## src/rtl/noc_request_scheduler.sv

```systemverilog
// ---------------------------------------------------------------------------
// noc_request_scheduler
//   Upstream feeder for the 2x2 mesh. Keeps one request FIFO per processor
//   (entries hold {len[7:0], dest[1:0]}) and runs one independent FSM per
//   source that drives that processor's 11-bit configure word
//   {len, dest, req}. Issue is paced on processor_ready[n], so each source
//   has at most one transaction in flight.
//
// Parameters
//   DEPTH        entries per FIFO (power of 2, >= 2)
//   ACK_TIMEOUT  cycles to wait for processor_ready to fall before re-pulsing
//
// Ports
//   clock            in   1   rising-edge clock
//   reset            in   1   asynchronous active-low reset
//   push_valid       in   1   enqueue request this cycle
//   push_src         in   2   source processor / FIFO select
//   push_dst         in   2   destination processor
//   push_len         in   8   burst length (0 is rejected)
//   push_ready       out  1   FIFO[push_src] can take a push this cycle
//   processor_ready  in   4   mesh ready, bit n = Pn
//   p0..p3_configure out  11  {len, dest, req} to mesh Pn
//   busy             out  4   source n has a transaction in flight
//   fifo_empty       out  4   FIFO n empty (registered, exact)
//   err_zero_len     out  1   1-cycle pulse: a zero-length push was dropped
//
// Optional feature (macro NOC_SCHED_STATS_EN)
//   Adds output done_count[63:0]: 16-bit saturating completion counter per
//   source, [16n+15:16n] for Pn, bumped on every WAIT_DONE -> IDLE.
// ---------------------------------------------------------------------------
module noc_request_scheduler #(
  parameter int DEPTH       = 4,
  parameter int ACK_TIMEOUT = 15
) (
  input  logic        clock,
  input  logic        reset,
  input  logic        push_valid,
  input  logic [1:0]  push_src,
  input  logic [1:0]  push_dst,
  input  logic [7:0]  push_len,
  output logic        push_ready,
  input  logic [3:0]  processor_ready,
  output logic [10:0] p0_configure,
  output logic [10:0] p1_configure,
  output logic [10:0] p2_configure,
  output logic [10:0] p3_configure,
  output logic [3:0]  busy,
  output logic [3:0]  fifo_empty,
  output logic        err_zero_len
`ifdef NOC_SCHED_STATS_EN
  ,
  output logic [63:0] done_count
`endif
);

  localparam int AW = $clog2(DEPTH);
  localparam int PW = AW + 1;
  localparam int TW = $clog2(ACK_TIMEOUT + 1);

  typedef enum logic [1:0] {
    S_IDLE      = 2'd0,
    S_ISSUE     = 2'd1,
    S_WAIT_ACK  = 2'd2,
    S_WAIT_DONE = 2'd3
  } state_t;

  logic [3:0]  w_full;
  logic [3:0]  w_pop;
  logic        w_push_ok;
  logic [10:0] w_cfg [4];
  logic        r_err_zero_len;

  // A full FIFO still takes a push on the edge its head is popped.
  assign push_ready = !w_full[push_src] || w_pop[push_src];
  assign w_push_ok  = push_valid && push_ready;

  always_ff @(posedge clock or negedge reset) begin
    if (!reset) r_err_zero_len <= 1'b0;
    else        r_err_zero_len <= w_push_ok && (push_len == 8'd0);
  end

  assign err_zero_len = r_err_zero_len;

  for (genvar n = 0; n < 4; n++) begin : g_src
    logic [9:0]    r_mem [DEPTH];
    logic [PW-1:0] r_wr_ptr;
    logic [PW-1:0] r_rd_ptr;
    logic          r_empty;
    state_t        r_state;
    state_t        w_state_nxt;
    logic [TW-1:0] r_timer;
    logic [7:0]    r_len;
    logic [1:0]    r_dst;
    logic          w_wr_en;
    logic [PW-1:0] w_wr_nxt;
    logic [PW-1:0] w_rd_nxt;

    assign w_wr_en  = w_push_ok && (push_src == 2'(n)) && (push_len != 8'd0);
    assign w_pop[n] = (r_state == S_IDLE) && !r_empty && processor_ready[n];
    assign w_full[n] = (r_wr_ptr[AW] != r_rd_ptr[AW]) &&
                       (r_wr_ptr[AW-1:0] == r_rd_ptr[AW-1:0]);
    assign w_wr_nxt = r_wr_ptr + PW'(w_wr_en);
    assign w_rd_nxt = r_rd_ptr + PW'(w_pop[n]);

    // Storage is not reset; validity is carried by the pointers.
    always_ff @(posedge clock) begin
      if (w_wr_en) r_mem[r_wr_ptr[AW-1:0]] <= {push_len, push_dst};
    end

    // Empty is computed from the next pointers so the registered flag is exact.
    always_ff @(posedge clock or negedge reset) begin
      if (!reset) begin
        r_wr_ptr <= '0;
        r_rd_ptr <= '0;
        r_empty  <= 1'b1;
      end else begin
        r_wr_ptr <= w_wr_nxt;
        r_rd_ptr <= w_rd_nxt;
        r_empty  <= (w_wr_nxt == w_rd_nxt);
      end
    end

    always_ff @(posedge clock or negedge reset) begin
      if (!reset) r_state <= S_IDLE;
      else        r_state <= w_state_nxt;
    end

    // The timer is cleared while in ISSUE, so matching ACK_TIMEOUT-1 in
    // WAIT_ACK gives a re-pulse period of ACK_TIMEOUT+1 cycles.
    always_comb begin
      w_state_nxt = r_state;
      case (r_state)
        S_IDLE:      if (w_pop[n]) w_state_nxt = S_ISSUE;
        S_ISSUE:     w_state_nxt = S_WAIT_ACK;
        S_WAIT_ACK: begin
          if (!processor_ready[n])                    w_state_nxt = S_WAIT_DONE;
          else if (r_timer == TW'(ACK_TIMEOUT - 1))   w_state_nxt = S_ISSUE;
        end
        S_WAIT_DONE: if (processor_ready[n]) w_state_nxt = S_IDLE;
        default:     w_state_nxt = S_IDLE;
      endcase
    end

    // Head word is latched on the pop edge and held until the next pop.
    always_ff @(posedge clock or negedge reset) begin
      if (!reset) begin
        r_len   <= '0;
        r_dst   <= '0;
        r_timer <= '0;
      end else begin
        if (w_pop[n]) {r_len, r_dst} <= r_mem[r_rd_ptr[AW-1:0]];
        if (r_state == S_ISSUE)         r_timer <= '0;
        else if (r_state == S_WAIT_ACK) r_timer <= r_timer + 1'b1;
      end
    end

    assign w_cfg[n]      = {r_len, r_dst, (r_state == S_ISSUE)};
    assign busy[n]       = (r_state != S_IDLE);
    assign fifo_empty[n] = r_empty;

`ifdef NOC_SCHED_STATS_EN
    logic [15:0] r_done_cnt;

    always_ff @(posedge clock or negedge reset) begin
      if (!reset) begin
        r_done_cnt <= '0;
      end else if ((r_state == S_WAIT_DONE) && processor_ready[n] &&
                   (r_done_cnt != 16'hFFFF)) begin
        r_done_cnt <= r_done_cnt + 16'd1;
      end
    end

    assign done_count[16*n +: 16] = r_done_cnt;
`endif
  end

  assign p0_configure = w_cfg[0];
  assign p1_configure = w_cfg[1];
  assign p2_configure = w_cfg[2];
  assign p3_configure = w_cfg[3];

endmodule

```

## config.mk

```make
export PLATFORM = sky130hd
export DESIGN_NAME = noc_request_scheduler
export DESIGN_NICKNAME = d
export VERILOG_FILES = /design/src/rtl/noc_request_scheduler.sv
export SDC_FILE = /design/constraint.sdc
export NUM_CORES = 1
export LEC_CHECK = 0
export BUFFER_PORTS_ARGS = -buffer_cell sky130_fd_sc_hd__buf_2
export CAP_MARGIN = 0
export CORE_MARGIN = 3
export CORE_UTILIZATION = 60
export CTS_CLUSTER_SIZE = 25
export DETAILED_ROUTE_END_ITERATION = 16
export PLACE_DENSITY = 0.76
export SLEW_MARGIN = 20
export SYNTH_ARGS = -nofsm -noshare
export SYNTH_HDL_FRONTEND = slang
export SYNTH_SLANG_ARGS = --single-unit
```

## constraint.sdc

```tcl
create_clock -name clock -period 3.61 [get_ports clock]
set_clock_uncertainty 0.2 [all_clocks]
set_input_delay 0.9025 -clock clock [delete_from_list [all_inputs] [get_ports clock]]
set_output_delay 0.9025 -clock clock [all_outputs]
set_load 0.02 [all_outputs]
```

# Word level (Yosys, flattened, before mapping)

Memories as Yosys holds them, arrays and structs flattened. A register that Yosys moved wholly into a read port is not among the register bits.
Index checks and enable logic that the tools add are counted.

Add/sub/neg operators: 12
Order comparisons: 1
Eq/ne operators: 43
Mux-type cells: 40
Reductions and logical operators: 51

Operator list:

| operator              | number |
|---|---|
| $mux W2               | 16 |
| $mux W4               | 8 |
| $pmux W2 S4           | 4 |
| $add A3 B1 Y3         | 8 |
| $logic_and A1 B1 Y1   | 22 |
| $eq A2 B2 Y1 const B  | 10 |
| $add A4 B1 Y4 const B | 4 |
| $eq A4 B4 Y1 const B  | 4 |
| $ne A2 B2 Y1 const B  | 8 |
| $reduce_bool A2 Y1    | 8 |
| $eq A3 B3 Y1          | 4 |
| $ne A3 B3 Y1 const B  | 4 |
| $reduce_and A3 Y1     | 4 |
| $eq A2 B1 Y1 const B  | 5 |
| $logic_not A2 Y1      | 5 |
| $mux W1               | 10 |
| $logic_not A1 Y1      | 9 |
| $eq A2 B2 Y1          | 4 |
| $logic_not A8 Y1      | 1 |
| $reduce_bool A8 Y1    | 1 |
| $bmux W1 S2           | 2 |
| $ne A1 B1 Y1          | 4 |
| $lt A2 B3 Y1 const B  | 1 |
| $logic_or A1 B1 Y1    | 1 |

Register bits after elaboration: 53
Bits in writable memories: 160
Input bits: 19
Output and inout bits: 54
Word-level logic and storage cells: 172
Memories kept: 4

Memory list:

| memory         | depth | bits a word | read ports | clocked after memory_dff | wr ports | RTL line | text |
|---|---|---|---|---|---|---|---|
| g_src[0].r_mem | 4     | 10          | 1          | 1                        | 1        | 85       | `logic [9:0] r_mem [DEPTH];` |
| g_src[1].r_mem | 4     | 10          | 1          | 1                        | 1        | 85       |  |
| g_src[2].r_mem | 4     | 10          | 1          | 1                        | 1        | 85       |  |
| g_src[3].r_mem | 4     | 10          | 1          | 1                        | 1        | 85       |  |

# Longest topological paths before layout

Word-level depth: 11
Depth in mapped cells: 12
Depth with buffers taken out: 12

# Least setup slack after synthesis

No wires, ideal clock.

Kind: input-to-reg
Start point: input processor_ready[0]
End point: memory g_src[0].r_mem[0][0], enable pin
Setup time: 0.390 ns
Arrival: 2.512 ns
Data required time: 3.020 ns
Path slack: 0.508 ns
Stages: 4
Path buffers: 0
Path through: inv_1 > or3_4 > a2111o_1 > nor3_1

Cells in the longest elaborated chain, start to end: 9

Ends and longest elaborated chain:

| element                           | RTL line | text |
|---|---|---|
| start, declared                   | 42       | `input logic [3:0] processor_ready,` |
| $logic_and A1 B1 Y1               | 99       | `assign w_pop[n] = (r_state == S_IDLE) && !r_empty && processor_ready[n];` |
| $bmux W1 S2                       | 74       | `assign push_ready = !w_full[push_src] \|\| w_pop[push_src];` |
| $mux W1 (implied by the code)     | 74       |  |
| $logic_or A1 B1 Y1                | 74       |  |
| $logic_and A1 B1 Y1               | 75       | `assign w_push_ok = push_valid && push_ready;` |
| $logic_and A1 B1 Y1 (2 in series) | 98       | `assign w_wr_en = w_push_ok && (push_src == 2'(n)) && (push_len != 8'd0);` |
| $mux W1                           | 107      | `if (w_wr_en) r_mem[r_wr_ptr[AW-1:0]] <= {push_len, push_dst};` |
| $mux W1 (implied by the code)     | 107      |  |
| end, declared                     | 85       |  |

Every way passes these cells. The select of a mux whose other input is x is not followed.

# Final worst setup path

Start point: register g_src[1].r_state[0]
End point: output push_ready

Cells in the longest elaborated chain, start to end: 6

Ends and longest elaborated chain:

| element                           | RTL line | text |
|---|---|---|
| start, declared                   | 89       | `state_t r_state;` |
| start signal, assigned            | 125      | `else r_state <= w_state_nxt;` |
| $logic_not A2 Y1                  | 99       |  |
| $logic_and A1 B1 Y1 (2 in series) | 99       |  |
| $bmux W1 S2                       | 74       |  |
| $mux W1 (implied by the code)     | 74       |  |
| $logic_or A1 B1 Y1                | 74       |  |
| end, declared                     | 41       | `output logic push_ready,` |

Every way passes these cells. The select of a mux whose other input is x is not followed.

==> metrics <==
status=complete, no violations; Syn-to-layout area delta=15.1%; register bit total from synthesis=between 200 and 300; crit end category=output pin; warnings from Yosys=0; CTS tree=yes; CTS clk-pin slew, worst paths=0.06 ns; root buf cell=clkbuf_16; crit start category=flip-flop; CTS Hold Bufs=0; first-pass GRT wire length=about 32000 um; area taken by multi-input logic gates=just over 0.003 mm2; Nets=776; Num CTS Buffers=25; WL final=about 20000 um; row count=47; syn_area_per_cell=17.4 um2; Setup violations, final=0; Crit Path Category=reg -> out; WHS=0.300 ns; CTS Sinks=roughly 250; commonest cells in the synthesized netlist=160 x edfxtp_1, 89 x dfrtp_1, 47 x mux2_2, 44 x ha_1, 41 x mux4_2; DR vias=5610; RR Endpoint=g_src[0].r_mem[3][3]; area leader, netlist=edfxtp_1; clock latency at the later pin of the worst-skew pair=0.51 ns; top-area cell type share of the netlist area=46.2%; Slowest Stage Delay on Critical Path=~0.47 ns; DR iter-0 viols=380; setup bufs post-CTS=0; Worst Reg2Reg Path Length in Cells=6; die area=0.0190 mm2; drt drc=0; Max Cap Viol=0; most frequent cell after synthesis=edfxtp_1; crit path from=g_src[1].r_state[0]; CTS H-tree depth=1; Pleak=4.72 nW; setup TNS=0 ns; drt first pass iters=5; Fin. Hold Viols=0; Max Slew Vio Count=0; Worst Tran Pin Value=0.999 ns; Longest Clk Path Bufs=3; WL/cell=21.4 um; min-delay src=g_src[1].r_len[5]; GPL Wtd Cong=0.780; period utilisation layout=97.6%; R2R Path Start=g_src[0].r_state[1]; synthesized area=0.0104 mm2; GRT Util Overall=22.3%; hold endpoint=g_src[1].r_len[5]; Async SR Flop Fraction=36.8%; Reg area=0.00714 mm2; worst vdd ir=542 uV; via-per-instance ratio=approximately 5.9; largest net degree at the start of global routing=76; Reg2Reg Setup Slack=roughly 0.69 ns; Post-DRT Antenna Nets=0; worst-path fanout max=4; Starting Density=between 60% and 70%; num ports=between 70 and 80; GRT overflow=0; Slew HR=between 30% and 40%; Max Fclk=0.284 GHz; post-DP HPWL=about 13000 um; Worst Path Arrival=between 2 and 2.5 ns; unrepaired setup endpoints after global routing=no; Buffers on Ports=72; Synth Instances=about 600; chip width=138 um; CP required=2.51 ns; top_reg_cell synth=edfxtp_1; initial antenna violation count=1; largest cells by area after synthesis=edfxtp_1 46%, dfrtp_1 21%, mux4_2 8.9%; Distinct cells, synth=42; number of global-route vias before repair=approximately 5700; layout cells sized above 1=~34%; CP Cell Sequence=inv_1, ha_2, nand2_1, or2_2, mux4_2, nand3_1, buf_2; WHS Path Cells=1; Syn Nets=662; DIE HEIGHT=138 um; Core ar.=0.0168 mm2; HP Class=reg -> reg; Pwr Density=roughly 850 mW/mm2; Seq/Total Area, Yosys=about two thirds; Crit-path slowest cell=mux4_2; Tmin final=3.52 ns; FILL cells=1051; number of flops mapped to enable cells by yosys=160
-- registers in the layout, indices dropped and copies added (netlist names) --
register        count
err_zero_len        1
g_src.r_dst         8
g_src.r_empty       4
g_src.r_len        32
g_src.r_mem       160
g_src.r_rd_ptr     12
g_src.r_state       8
g_src.r_timer      16
g_src.r_wr_ptr     12
-- worst max-delay path by stage --
stage	endpoint	slack (ns)	cells past startpoint
floorplan	g_src[0].r_mem[0][0]	0.51	4
global placement	g_src[0].r_empty	0.19	10
detailed placement	g_src[0].r_empty	0.06	10
CTS	push_ready	0.02	7
global route	push_ready	0.007	7
finish	push_ready	0.09	7
-- what timing repair did --
action                                  4_1_cts  5_1_grt
resized for setup                             0        6
endpoints found under the hold margin         0        0
endpoints found under the setup margin        0        1
-- final cells by class --
class / count / area share [%]
inverter: 37 / 1.16
timing repair buffer: 104 / 5.03
tap: 220 / 2.30
clock buffer: 28 / 5.32
sequential: 253 / 59.6
clock inverter: 17 / 1.12
antenna: 1 / 0.0209
multi-input combinational: 292 / 25.5
-- cells by family after synthesis --
| family | synth area share (%) |
|---|---|
| buffers and inverters | 2.18 |
| XOR/XNOR | 2.69 |
| AND/OR/NAND/NOR | 4.25 |
| adder cells (fa/ha/maj) | 5.29 |
| multiplexers | 14.3 |
| AO/OA/AOI/OAI | 2.69 |
| flip-flops | 68.6 |
-- metal layers --
metal  global-route usage [%]  part of all wire (%)
met3                     3.51                   5.6
met5                        0                     0
met1                     30.3                    42
met2                     37.6                    50
met4                     6.75                   2.4
-- placed cells by master, fill, tap and decap left out, types with 2 or more instances in the layout --
master,synthesis,layout
clkbuf_1,6,3
nand3_1,11,11
clkbuf_16,0,25
nand2_1,23,23
mux2i_1,4,4
or2_2,3,3
a2111o_1,2,2
xor2_1,14,14
clkinv_1,0,5
nor3_1,9,9
nor2_1,17,17
mux4_2,41,41
o2bb2ai_1,3,3
nor3b_2,2,2
o21a_1,2,2
and3_1,5,5
ha_1,44,42
a31oi_1,4,4
buf_4,4,33
o21ai_0,6,6
o22ai_1,8,8
inv_1,36,32
bufinv_16,0,2
clkinv_2,0,8
ha_2,0,2
dfstp_2,4,4
nor3b_1,10,10
clkinvlp_4,0,2
a21oi_1,4,4
buf_2,7,71
inv_2,1,5
dfrtp_1,89,89
a32oi_1,3,3
mux2_2,47,47
xnor2_1,18,18
edfxtp_1,160,160
-- power by group --
group          total [W]  leakage (nW)  switching, W  internal [W]
logic            0.00354          1.79       0.00187       0.00168
registers        0.00422          2.55      0.000478       0.00375
clock network    0.00245         0.379       0.00104       0.00141
total             0.0102          4.72       0.00338       0.00683
-- worst max-delay path: cells and delay by family (launching register included) --
family	cells	cell delay [ns]
flip-flops	1	0.41
multiplexers	1	0.47
AND/OR/NAND/NOR	3	0.49
adder cells (fa/ha/maj)	1	0.23
buffers and inverters	2	0.31
-- per-stage QoR --
stage | worst slack (ns) | instances | utilization, % | total power [W] | area, um2
after floorplan | 0.508 | 599 | - | 0.00676 | 10400
after global placement | 0.185 | 906 | 66.8 | 0.00760 | 11200
after detailed placement | 0.0615 | 906 | 66.8 | 0.00779 | 11200
after CTS | 0.0234 | 951 | 71.4 | 0.0103 | 12000
after global routing | 0.00661 | 952 | 71.5 | 0.0108 | 12000
final | 0.0873 | 952 | 71.5 | 0.0102 | 12000
Note: power is estimated with default switching activity, not from simulation.
